$ cat src/rtl/phase_seq_pkg.sv
// Shared types for the three-phase sequencer.
// State encoding and the idle phase index.
package phase_seq_pkg;

  typedef enum logic [2:0] {
    IDLE = 3'd0,
    P0   = 3'd1,
    P1   = 3'd2,
    P2   = 3'd3,
    DONE = 3'd4
  } state_t;

  localparam logic [1:0] IDX_IDLE = 2'd3;

  // One-hot phase enable for a phase state, zero elsewhere.
  function automatic logic [2:0] phase_onehot(state_t s);
    logic [2:0] r;
    r = 3'b000;
    unique case (s)
      P0:      r = 3'b001;
      P1:      r = 3'b010;
      P2:      r = 3'b100;
      default: r = 3'b000;
    endcase
    return r;
  endfunction

endpackage

$ cat src/rtl/phase_seq_if.sv
// Control/status bundle between the control FSM
// and the phase sequencer.
interface phase_seq_if #(
  parameter int CW = 8,
  parameter int RW = 4
);

  logic          start;
  logic          abort;
  logic          hold;
  logic [CW-1:0] len0;
  logic [CW-1:0] len1;
  logic [CW-1:0] len2;
  logic [RW-1:0] reps;
  logic          busy;
  logic [2:0]    phase_en;
  logic [1:0]    phase_idx;
  logic          done;
  logic          err;

  modport master (
    output start, abort, hold,
    output len0, len1, len2, reps,
    input  busy, phase_en, phase_idx,
    input  done, err
  );

  modport slave (
    input  start, abort, hold,
    input  len0, len1, len2, reps,
    output busy, phase_en, phase_idx,
    output done, err
  );

endinterface

$ cat src/rtl/phase_seq_dwell_counter.sv
// Down-counter timing the dwell of one phase.
// Load wins over enable; the count never wraps.
module dwell_counter #(
  parameter int CW = 8
) (
  input  logic          clk,
  input  logic          reset,
  input  logic          load,
  input  logic [CW-1:0] load_val,
  input  logic          en,
  output logic          zero
);

  localparam logic [CW-1:0] ONE = CW'(1);

  logic [CW-1:0] cnt_q;
  logic [CW-1:0] cnt_d;

  // Next count: reload, decrement, or hold.
  always_comb begin
    cnt_d = cnt_q;
    if (load) begin
      cnt_d = load_val;
    end else if (en && cnt_q != '0) begin
      cnt_d = cnt_q - ONE;
    end
  end

  // Count register.
  always_ff @(posedge clk) begin
    if (reset) begin
      cnt_q <= '0;
    end else begin
      cnt_q <= cnt_d;
    end
  end

  assign zero = (cnt_q == '0);

endmodule

$ cat src/rtl/phase_sequencer.sv
// Sequences a datapath through P0->P1->P2 with
// per-phase dwell, repeat count, hold and abort.
module phase_sequencer
  import phase_seq_pkg::*;
#(
  parameter int CW = 8,
  parameter int RW = 4
) (
  input  logic        clk,
  input  logic        reset,
  phase_seq_if.slave  bus
);

  localparam logic [CW-1:0] C_ONE = CW'(1);
  localparam logic [RW-1:0] R_ONE = RW'(1);

  state_t        state_q, state_d;
  logic [CW-1:0] len0_q, len0_d;
  logic [CW-1:0] len1_q, len1_d;
  logic [CW-1:0] len2_q, len2_d;
  logic [RW-1:0] rep_q, rep_d;
  logic          done_q, done_d;
  logic          err_q, err_d;

  logic          cnt_load;
  logic [CW-1:0] cnt_val;
  logic          cnt_dec;
  logic          cnt_zero;
  logic          cfg_ok;

  assign cfg_ok = (bus.reps != '0) && (bus.len0 != '0) &&
                  (bus.len1 != '0) && (bus.len2 != '0);

  dwell_counter #(.CW(CW)) u_dwell (
    .clk      (clk),
    .reset    (reset),
    .load     (cnt_load),
    .load_val (cnt_val),
    .en       (cnt_dec),
    .zero     (cnt_zero)
  );

  // Next-state, counter control and latched config.
  always_comb begin
    state_d  = state_q;
    len0_d   = len0_q;
    len1_d   = len1_q;
    len2_d   = len2_q;
    rep_d    = rep_q;
    err_d    = 1'b0;
    cnt_load = 1'b0;
    cnt_val  = '0;
    cnt_dec  = 1'b0;
    unique case (state_q)
      IDLE: begin
        if (bus.start) begin
          if (cfg_ok) begin
            len0_d   = bus.len0;
            len1_d   = bus.len1;
            len2_d   = bus.len2;
            rep_d    = bus.reps;
            cnt_load = 1'b1;
            cnt_val  = bus.len0 - C_ONE;
            state_d  = P0;
          end else begin
            err_d = 1'b1;
          end
        end
      end
      P0: begin
        if (bus.abort) begin
          state_d = IDLE;
        end else if (!bus.hold) begin
          if (cnt_zero) begin
            cnt_load = 1'b1;
            cnt_val  = len1_q - C_ONE;
            state_d  = P1;
          end else begin
            cnt_dec = 1'b1;
          end
        end
      end
      P1: begin
        if (bus.abort) begin
          state_d = IDLE;
        end else if (!bus.hold) begin
          if (cnt_zero) begin
            cnt_load = 1'b1;
            cnt_val  = len2_q - C_ONE;
            state_d  = P2;
          end else begin
            cnt_dec = 1'b1;
          end
        end
      end
      P2: begin
        if (bus.abort) begin
          state_d = IDLE;
        end else if (!bus.hold) begin
          if (!cnt_zero) begin
            cnt_dec = 1'b1;
          end else if (rep_q > R_ONE) begin
            rep_d    = rep_q - R_ONE;
            cnt_load = 1'b1;
            cnt_val  = len0_q - C_ONE;
            state_d  = P0;
          end else begin
            state_d = DONE;
          end
        end
      end
      DONE: begin
        state_d = IDLE;
      end
      default: begin
        state_d = IDLE;
      end
    endcase
    done_d = (state_d == DONE);
  end

  // State, config and pulse registers.
  always_ff @(posedge clk) begin
    if (reset) begin
      state_q <= IDLE;
      len0_q  <= '0;
      len1_q  <= '0;
      len2_q  <= '0;
      rep_q   <= '0;
      done_q  <= 1'b0;
      err_q   <= 1'b0;
    end else begin
      state_q <= state_d;
      len0_q  <= len0_d;
      len1_q  <= len1_d;
      len2_q  <= len2_d;
      rep_q   <= rep_d;
      done_q  <= done_d;
      err_q   <= err_d;
    end
  end

  // Output decode from registered state and hold.
  always_comb begin
    bus.busy      = 1'b0;
    bus.phase_idx = IDX_IDLE;
    unique case (state_q)
      P0: begin
        bus.busy      = 1'b1;
        bus.phase_idx = 2'd0;
      end
      P1: begin
        bus.busy      = 1'b1;
        bus.phase_idx = 2'd1;
      end
      P2: begin
        bus.busy      = 1'b1;
        bus.phase_idx = 2'd2;
      end
      default: begin
        bus.busy      = 1'b0;
        bus.phase_idx = IDX_IDLE;
      end
    endcase
    bus.phase_en = bus.hold ? 3'b000 : phase_onehot(state_q);
    bus.done     = done_q;
    bus.err      = err_q;
  end

endmodule

$ cat src/flat_wrapper.sv
// flat-port wrapper written by rule: the top's interface ports become plain ports
module phase_sequencer_flat import phase_seq_pkg::*;
#(
  parameter int CW = 8,
  parameter int RW = 4
)
  (clk, reset, bus_start, bus_abort, bus_hold, bus_len0, bus_len1, bus_len2, bus_reps, bus_busy, bus_phase_en, bus_phase_idx, bus_done, bus_err);
  phase_seq_if #(.CW(CW), .RW(RW)) bus_i ();
  input  logic clk;
  input  logic reset;
  input wire logic [$bits(bus_i.start)-1:0] bus_start;
  input wire logic [$bits(bus_i.abort)-1:0] bus_abort;
  input wire logic [$bits(bus_i.hold)-1:0] bus_hold;
  input wire logic [$bits(bus_i.len0)-1:0] bus_len0;
  input wire logic [$bits(bus_i.len1)-1:0] bus_len1;
  input wire logic [$bits(bus_i.len2)-1:0] bus_len2;
  input wire logic [$bits(bus_i.reps)-1:0] bus_reps;
  output wire logic [$bits(bus_i.busy)-1:0] bus_busy;
  output wire logic [$bits(bus_i.phase_en)-1:0] bus_phase_en;
  output wire logic [$bits(bus_i.phase_idx)-1:0] bus_phase_idx;
  output wire logic [$bits(bus_i.done)-1:0] bus_done;
  output wire logic [$bits(bus_i.err)-1:0] bus_err;
  assign bus_i.start = bus_start;
  assign bus_i.abort = bus_abort;
  assign bus_i.hold = bus_hold;
  assign bus_i.len0 = bus_len0;
  assign bus_i.len1 = bus_len1;
  assign bus_i.len2 = bus_len2;
  assign bus_i.reps = bus_reps;
  assign bus_busy = bus_i.busy;
  assign bus_phase_en = bus_i.phase_en;
  assign bus_phase_idx = bus_i.phase_idx;
  assign bus_done = bus_i.done;
  assign bus_err = bus_i.err;
  phase_sequencer #(.CW(CW), .RW(RW)) u_core (.clk(clk), .reset(reset), .bus(bus_i));
endmodule
$ cat config.mk
export PLATFORM = sky130hd
export DESIGN_NAME = phase_sequencer_flat
export DESIGN_NICKNAME = d
export VERILOG_FILES = /design/src/rtl/phase_seq_pkg.sv /design/src/rtl/phase_seq_if.sv /design/src/rtl/phase_seq_dwell_counter.sv /design/src/rtl/phase_sequencer.sv /design/src/flat_wrapper.sv
export SDC_FILE = /design/constraint.sdc
export NUM_CORES = 1
export LEC_CHECK = 0
export CAP_MARGIN = 20
export CORE_ASPECT_RATIO = 1.5
export CORE_MARGIN = 2
export CORE_UTILIZATION = 54
export CTS_CLUSTER_DIAMETER = 30
export CTS_CLUSTER_SIZE = 30
export DETAILED_ROUTE_END_ITERATION = 8
export PLACE_DENSITY_LB_ADDON = 0.08
export SLEW_MARGIN = 20
export SYNTH_ARGS = -nofsm -noshare
export SYNTH_HDL_FRONTEND = slang
export SYNTH_HIERARCHICAL = 1
export SYNTH_SLANG_ARGS = --single-unit
$ cat constraint.sdc
create_clock -name clk -period 3.4 [get_ports clk]
set_input_delay 0.68 -clock clk [delete_from_list [all_inputs] [get_ports clk]]
set_output_delay 0.68 -clock clk [all_outputs]
set_load 0.02 [all_outputs]
==> results of run 1 <==
critical path, delay by kind of cell (launching register included):
family	cells	cell delay (ps)
AND/OR/NAND/NOR	6	1920
buffers and inverters	1	250
flip-flops	1	360
AO/OA/AOI/OAI	2	230
routing by layer:
| metal | vias up | global-route usage | part of all wire |
|---|---|---|---|
| met1 | 1157 | 0.314 | 0.41 |
| met3 | 20 | 0.0417 | 0.042 |
| met5 | - | 0 | 0 |
| met2 | 73 | 0.413 | 0.52 |
| met4 | 0 | 0.0978 | 0.029 |
| li1 | 1225 | - | - |
synthesized netlist by cell type, types with 3 or more instances:
| library cell | number |
|---|---|
| sky130_fd_sc_hd__nand2b_1 | 3 |
| sky130_fd_sc_hd__nor3_1 | 10 |
| sky130_fd_sc_hd__o22ai_1 | 9 |
| sky130_fd_sc_hd__nor2_1 | 50 |
| sky130_fd_sc_hd__nand2_1 | 15 |
| sky130_fd_sc_hd__xnor2_1 | 13 |
| sky130_fd_sc_hd__or3_1 | 4 |
| sky130_fd_sc_hd__o21ai_0 | 7 |
| sky130_fd_sc_hd__inv_1 | 17 |
| sky130_fd_sc_hd__xor2_1 | 14 |
| sky130_fd_sc_hd__nor4_1 | 12 |
| sky130_fd_sc_hd__mux2i_1 | 27 |
| sky130_fd_sc_hd__o31ai_1 | 5 |
| sky130_fd_sc_hd__dfxtp_1 | 41 |
| sky130_fd_sc_hd__a21oi_1 | 15 |
| sky130_fd_sc_hd__nor3b_1 | 7 |
| sky130_fd_sc_hd__or4_1 | 6 |
| sky130_fd_sc_hd__a21o_1 | 4 |
| sky130_fd_sc_hd__ha_1 | 9 |
| sky130_fd_sc_hd__clkbuf_1 | 10 |
| sky130_fd_sc_hd__buf_2 | 3 |
| sky130_fd_sc_hd__a311oi_1 | 3 |
| sky130_fd_sc_hd__nand3_1 | 3 |
logic make-up after synthesis:
| group | count (synthesis) |
|---|---|
| and+or+nand+nor | 123 |
| AOI/OAI and AO/OA | 60 |
| DFF | 41 |
| buffers and inverters | 33 |
| xor gates and xnor gates | 27 |
| muxes | 27 |
| adders and majority gates | 9 |
sequential cells by signal, indices dropped and copies added, names as in the netlist:
| register | flops |
|---|---|
| u_core/len1_q | 8 |
| u_core/len0_q | 8 |
| u_core/state_q | 3 |
| u_core/u_dwell/cnt_q | 8 |
| u_core/bus.done | 1 |
| u_core/len2_q | 8 |
| u_core/rep_q | 4 |
| u_core/bus.err | 1 |
through the flow:
step / total power (W) / setup slack, ps / hold slack (ps) / util / cell area, sq um
6_report: 0.00133 / 510 / 507 / 0.679 / 3240
5_1_grt: 0.00141 / 221 / 547 / 0.679 / 3240
3_5_place_dp: 0.000939 / 399 / 501 / 0.654 / 3120
4_1_cts: 0.00135 / 563 / 511 / 0.679 / 3240
2_1_floorplan: 0.000817 / 496 / 474 / - / 2650
3_3_place_gp: 0.000934 / 455 / 490 / 0.654 / 3120
layout make-up:
cell class / instances / area share
Clock buffer: 7 / 0.0267
Clock inverter: 1 / 0.00927
Inverter: 18 / 0.0209
Multi-Input combinational cell: 246 / 0.523
Sequential cell: 41 / 0.253
Tap cell: 66 / 0.0255
Timing Repair Buffer: 46 / 0.141
power by group:
group / leakage [nW] / internal [W] / switching, W
registers: 0.336 / 0.000514 / 0.0000406
clock network: 0.0585 / 0.000239 / 0.000163
logic: 0.917 / 0.000184 / 0.000193
total: 1.31 / 0.000938 / 0.000397
path summary, 6_finish.rpt:
path | from | end | slack (ps) | depth (start not counted)
worst min register to register | u_core/rep_q[3] | u_core/rep_q[3] | 510 | 2
worst min-delay path | u_core/rep_q[3] | u_core/rep_q[3] | 510 | 2
worst max-delay path | u_core/u_dwell/cnt_q[2] | u_core/u_dwell/cnt_q[1] | 510 | 9
worst max register to register | u_core/u_dwell/cnt_q[2] | u_core/u_dwell/cnt_q[1] | 510 | 9
==> results.txt, run 1 <==
The total number of nets in the final design came out at 400. The number of antenna violations at the first check in global routing came to 0. The via count of the first global-routing pass was 2301. The post-synth design cell area is 2650 sq um. The number of synthesized flops with an enable pin is 0. After floorplanning, the core was sized to cover 4770 sq um. The flow ran to the end, and the final reports show no timing, DRC or antenna violations. The prevailing post-synth register cell is sky130_fd_sc_hd__dfxtp_1. The post-route non-filler standard cell count came out at 425. The global-route wire length before repair came out at 10.8 mm.

After synthesis, the largest family of logic cells by area is simple AND/OR/NAND/NOR gates. The number of fillers in the final layout is 417. Traced cell by cell, the critical path runs through or4_4, nor4_1, or3b_1, nor2_1, o31ai_1, nand2_1, clkinv_1, nand4b_1, o211ai_1. The number of pins exceeding their max-slew limit in the final report came out at 0. The xor/xnor cell area share of the yosys netlist is 0.0894. Of the cells placed in the final design, the portion with a size suffix greater than 1 is 0.0724. After detailed routing, the number of remaining DRC violations is 0.

In this run the clock root is driven by a sky130_fd_sc_hd__clkbuf_8. In the final timing run, aggregate negative setup slack is 0 ps. Leaving out fill and tap cells, the most frequent cell in the layout is sky130_fd_sc_hd__nor2_1. The post-synthesis adder-cell area fraction came out at 0.0426. The layout overhead on the synthesized area is 22.4%. The multi-input combinational cell area is 1690 sq um. The count of endpoints failing setup in the final report is 0. The H-tree generated during clock tree synthesis spans 2 levels. Across the whole layout, storage elements account for 821 sq um. The cell total after placement came out at 417. Using the TritonRoute via totals, the vias-per-cell ratio works out to 5.82. The actual slew at the worst max-slew pin is 689 ps.

The number of standard cells after synthesis came out at 320. The highest cell delay on the worst timing path is 590 ps. The normalized max-slew margin is 0.537. The post-CTS setup-driven buffer insertion count came out at 0. Setup repair after global routing left no endpoint under its margin.

The reported leakage power came out at 1.31 nW. The overall routing resource usage came out at 0.251. The maximum fanout encountered on the critical timing path came out at 9. The power density normalized to cell area came out at 412 nW/um^2.

The number of buffers inserted by port buffering is 40. 0 antenna diodes ended up in the layout. At the end of routability-driven placement, the weighted congestion stood at 0.894. During I/O placement, the number of pins put on the boundary was 41.

The synthesis-stage register bit count is 41. The die is 61.1 microns wide. The dominant cell type by area after synthesis is sky130_fd_sc_hd__dfxtp_1. The worst path required time is 3560 ps. The floorplan step defined a die boundary enclosing 5490 sq um. The first-pass detailed-route iteration total came out at 4.

The total of warnings raised by yosys is 6. The count of clock tree sinks is 41. TritonCTS built the clock tree.

The number of hold buffers added after cts came out at 0. The worst-path cell with the longest stage delay is sky130_fd_sc_hd__or4_4. The portion of the clock cycle consumed by the worst path in the final layout came out at 0.850. The number of unique standard cell types used by synthesis is 49. Of the post-synthesis cell area, the dominant cell type holds 0.310. The total CTS buffers is 5. The mean cell area of the mapped netlist came out at 8.27 sq um. The clock latency of the later-clocked register in the worst-skew pair came out at 290 ps.

STA classifies the critical path startpoint as a register. The vertical die dimension is 89.7 microns. Of the synthesized area, sequential elements account for 0.310.

After global routing the overflow that remains totals 0. After synthesis, the cell types taking the most area are sky130_fd_sc_hd__dfxtp_1 (31%), sky130_fd_sc_hd__mux2i_1 (10%), sky130_fd_sc_hd__nor2_1 (7.1%), sky130_fd_sc_hd__xor2_1 (4.6%), sky130_fd_sc_hd__xnor2_1 (4.3%). The worst clock skew is 3.99 ps. The number of nets with antenna violations after routing is 0. The area fraction in and, or, nand and nor cells after synthesis is 0.242.

The initial standard-cell utilization of the core is 0.554. The min-delay analysis places its worst path in the category reg2reg. Of all flip-flops after synthesis, the portion carrying an async set or reset was 0. The first routing iteration left 165 violations. The final critical-path required period is 2890 ps. The site row count came out at 31. The count of final hold-check violations was 0. The final HPWL from detailed placement is 4.80 mm.

The total length of routed wires came out at 6.36 mm. The data arrival at the endpoint of the critical path came out at 3050 ps. The total nets after synthesis is 362. The number of max-cap violations is 0. The longest clock path from root to sink contains 2 buffers. The classification of the worst setup path is reg2reg.

The upper clock frequency limit came out at 346 MHz. The post-synthesis compound-gate area fraction is 0.164. STA classifies the critical path endpoint as a register. The mux share of post-synthesis cell area came out at 0.102.

The total number of vias is 2475. Clock-pin slew was measured on the worst setup and hold paths at 80 ps. The maximum number of pins on one net before global-route repair is 45. After detailed routing, the average wire length per cell comes to 15.0 microns. In the layout the commonest cells are sky130_fd_sc_hd__nor2_1 (50), sky130_fd_sc_hd__dfxtp_1 (41), sky130_fd_sc_hd__clkdlybuf4s50_1 (40). The number of instances resized during post-cts repair came out at 0.

The peak supply drop came out at 271 uV.
No activity file was read; power rests on OpenSTA's default activity.
==> inputs of run 2 (changes only) <==
CORE_UTILIZATION = 45   (was 54)
HOLD_SLACK_MARGIN = 0.15   (was unset)
==> run 2 against run 1 <==
  * Register-to-register slack is essentially flat
  * Setup slack worse by 8.7 ps
  * Clock power is 2% higher
  * Design area increased by 0.54%
  * Clock skew up 0.97 ps
  * Final cell count grew 2.1%
  * Count of clock-buffer cells in the layout did not move
  * Sequential cell count is the same
  * Fmax is 0.30% lower
  * Critical path depth is the same
  * Hold slack improved by 1.7 ps
  * Largest power group unchanged
  * Combinational power down 1%
==> results.txt, run 2 (same netlist as run 1, synthesis figures left out) <==
The total DRC errors in the routed layout is 0. The via count of the first global-routing pass was 2337. The number of primary I/O pins is 41. The actual slew at the worst max-slew pin came out at 690 ps. The analysis attributes to net switching a power of 0.000402 W.

The share of total power in combinational logic is 0.279. In this run the tightest slew margin relative to its limit is 0.536. In the finished design, the share of the clock period the worst path needs comes to 0.853. The total length of routed wires came out at 6.50 mm. Leaving out fill and tap cells, the most frequent cells in the layout are sky130_fd_sc_hd__nor2_1 (50), sky130_fd_sc_hd__dfxtp_1 (41), sky130_fd_sc_hd__clkdlybuf4s50_1 (40). The maximum fanout encountered on the critical timing path came out at 9. The highest cell delay on the worst timing path is 590 ps. Setup total negative slack on the finished layout was measured at 0 ps. The analysis attributes to cell leakage a power of 1.32 nW. Measured on the finished design, the core utilization comes to 0.567. The final HPWL from detailed placement came out at 5.06 mm. Counting the fill cells in the layout gives 565. Across the run, the number of max-cap violations was 0. The library cell used most frequently in the layout, excluding fill and tap cells, is sky130_fd_sc_hd__nor2_1. The critical path goes through or4_4, nor4_1, or3b_1, nor2_1, o31ai_1, nand2_1, clkinv_1, nand4b_1, o211ai_1. The clock tree root driver cell is sky130_fd_sc_hd__clkbuf_8. The run finished with clean final reports.

The worst hold path was traced through 2 stages. The number of H-tree levels is 2. The area of the placeable core is 5740 sq um. The routability congestion estimate from global placement is 0.848. The upper clock frequency limit came out at 345 MHz.

Buffers inserted during clock tree synthesis total 5. The violation count after the first detailed-routing iteration came out at 139. The number of pins exceeding their max-slew limit in the final report is 0. Setup repair after global routing left no endpoint under its margin. 0 antenna diodes ended up in the layout.

Of the total power, the clock network draws 0.308. The area enclosed by the die boundary is 6520 sq um. The number of buffers inserted by port buffering came out at 40. The peak supply drop came out at 334 uV. The data arrival at the endpoint of the critical path is 3060 ps. After clock tree synthesis, the clock-pin slew on the worst setup and hold paths is 80 ps. The worst clock skew is 4.96 ps.

The first TritonRoute pass finished after 4 iterations. The detailed router placed 2405 vias in this run. For this design the ratio of total power to cell area is 411 nW/um^2.

The sequential share of power came out at 0.413. The total number of nets in the final design came out at 403. Of the cells placed in the final design, the portion with a size suffix greater than 1 is 0.0801. Setup violations remaining at the end of the flow were counted as 0.

The die outline width is 66.6 microns. The number of hold buffers added after cts came out at 0. The worst setup path is launched from a register.

The later pin in the worst-skew pair is clocked with a latency of 290 ps. After detailed routing, the average wire length per cell comes to 15.0 microns. The overflow left after global routing is 0. The maximum number of pins on one net before global-route repair came out at 45. In the global route stage, overall resource usage came out at 0.218.

The number of antenna violations at the first check in global routing came out at 0. STA classifies the critical path endpoint as a register. The count of final hold-check violations came out at 0.

TritonCTS built the clock tree. The vertical die dimension is 97.9 microns. The site row count is 34. The count of nets left with antenna violations once routing finished came out at 0. The first global-routing pass estimated 11.1 mm of wire. The post-CTS setup-driven buffer insertion count is 0. The clock passes through at most 2 buffers. The number of instances resized during post-cts repair came out at 0. The layout overhead on the synthesized area came out at 23.1%. The depth of the worst register-to-register path is 9. After detailed routing, the number of vias per cell comes to 5.54.

The share of total power consumed by net switching came out at 0.300. On the critical path, the stage with the largest delay is an instance of sky130_fd_sc_hd__or4_4. The kind of path behind the tightest hold check is reg2reg. The count of clock tree sinks came out at 41. The worst path required time came out at 3560 ps. The internal portion of the total power is 0.000937 W. The initial standard-cell utilization of the core came out at 0.461.

The worst path needs 2900 ps of the cycle, external delays included. The critical path is of the reg2reg type.
[run 2: changes by cell type in the layout (fill, tap and decap cells not counted), sizes merged]
cell / before / now
buf: 6 / 9
[run 2: layout make-up]
| cell class | instances | area, sq um | area share |
|---|---|---|---|
| clock buffers | 7 | 86.3 | 0.0265 |
| clock inverters | 1 | 30.0 | 0.00922 |
| inverters | 18 | 67.6 | 0.0208 |
| multi-input cells | 246 | 1690 | 0.520 |
| flip-flops and latches | 41 | 821 | 0.252 |
| well taps | 72 | 90.1 | 0.0277 |
| repair buffers | 49 | 468 | 0.144 |
[run 2: power by group through the flow]
stage | clock [W] | sequential (W) | combinational (W)
global route | 0.000446 | 0.000561 | 0.000414
finish | 0.000413 | 0.000554 | 0.000373
CTS | 0.000423 | 0.000554 | 0.000375
floorplan | 0 | 0.000553 | 0.000264
detailed placement | 0 | 0.000566 | 0.000373
global placement | 0 | 0.000565 | 0.000372
[run 2: per-layer routing]
layer,global-route usage,part of all wire,vias up
li1,-,-,1228
met1,0.263,0.43,1130
met2,0.396,0.53,42
met3,0.0357,0.030,5
met4,0.0471,0.010,0
met5,0,0,-
[run 2: critical path: cells and delay by family, from the launching register on]
kind                   cells  cell delay (ps)
AO/OA/AOI/OAI              2              230
buffers and inverters      1              260
flip-flops                 1              360
AND/OR/NAND/NOR            6             1910
[run 2: worst paths after layout]
path	startpoint	to	slack (ps)
hold reg to reg	u_core/rep_q[3]	u_core/rep_q[3]	510
setup / recovery	u_core/u_dwell/cnt_q[2]	u_core/u_dwell/cnt_q[1]	500
setup reg to reg	u_core/u_dwell/cnt_q[2]	u_core/u_dwell/cnt_q[1]	500
hold / removal	u_core/rep_q[3]	u_core/rep_q[3]	510
[run 2: stage by stage]
step           hold WS, ps  total power (W)  std cells  worst slack (ps)  instance area [sq um]
3_5_place_dp           505         0.000939        426               301                   3140
4_1_cts                517          0.00135        434               518                   3260
6_report               509          0.00134        434               501                   3260
2_1_floorplan          474         0.000817        320               496                   2650
5_1_grt                552          0.00142        434               277                   3260
3_3_place_gp           492         0.000937        426               395                   3140
==> inputs of run 3 (changes only) <==
SLEW_MARGIN = unset   (was 20)
==> results of run 3 <==
The final DEF is identical to that of run 2; final timing and power are the same.
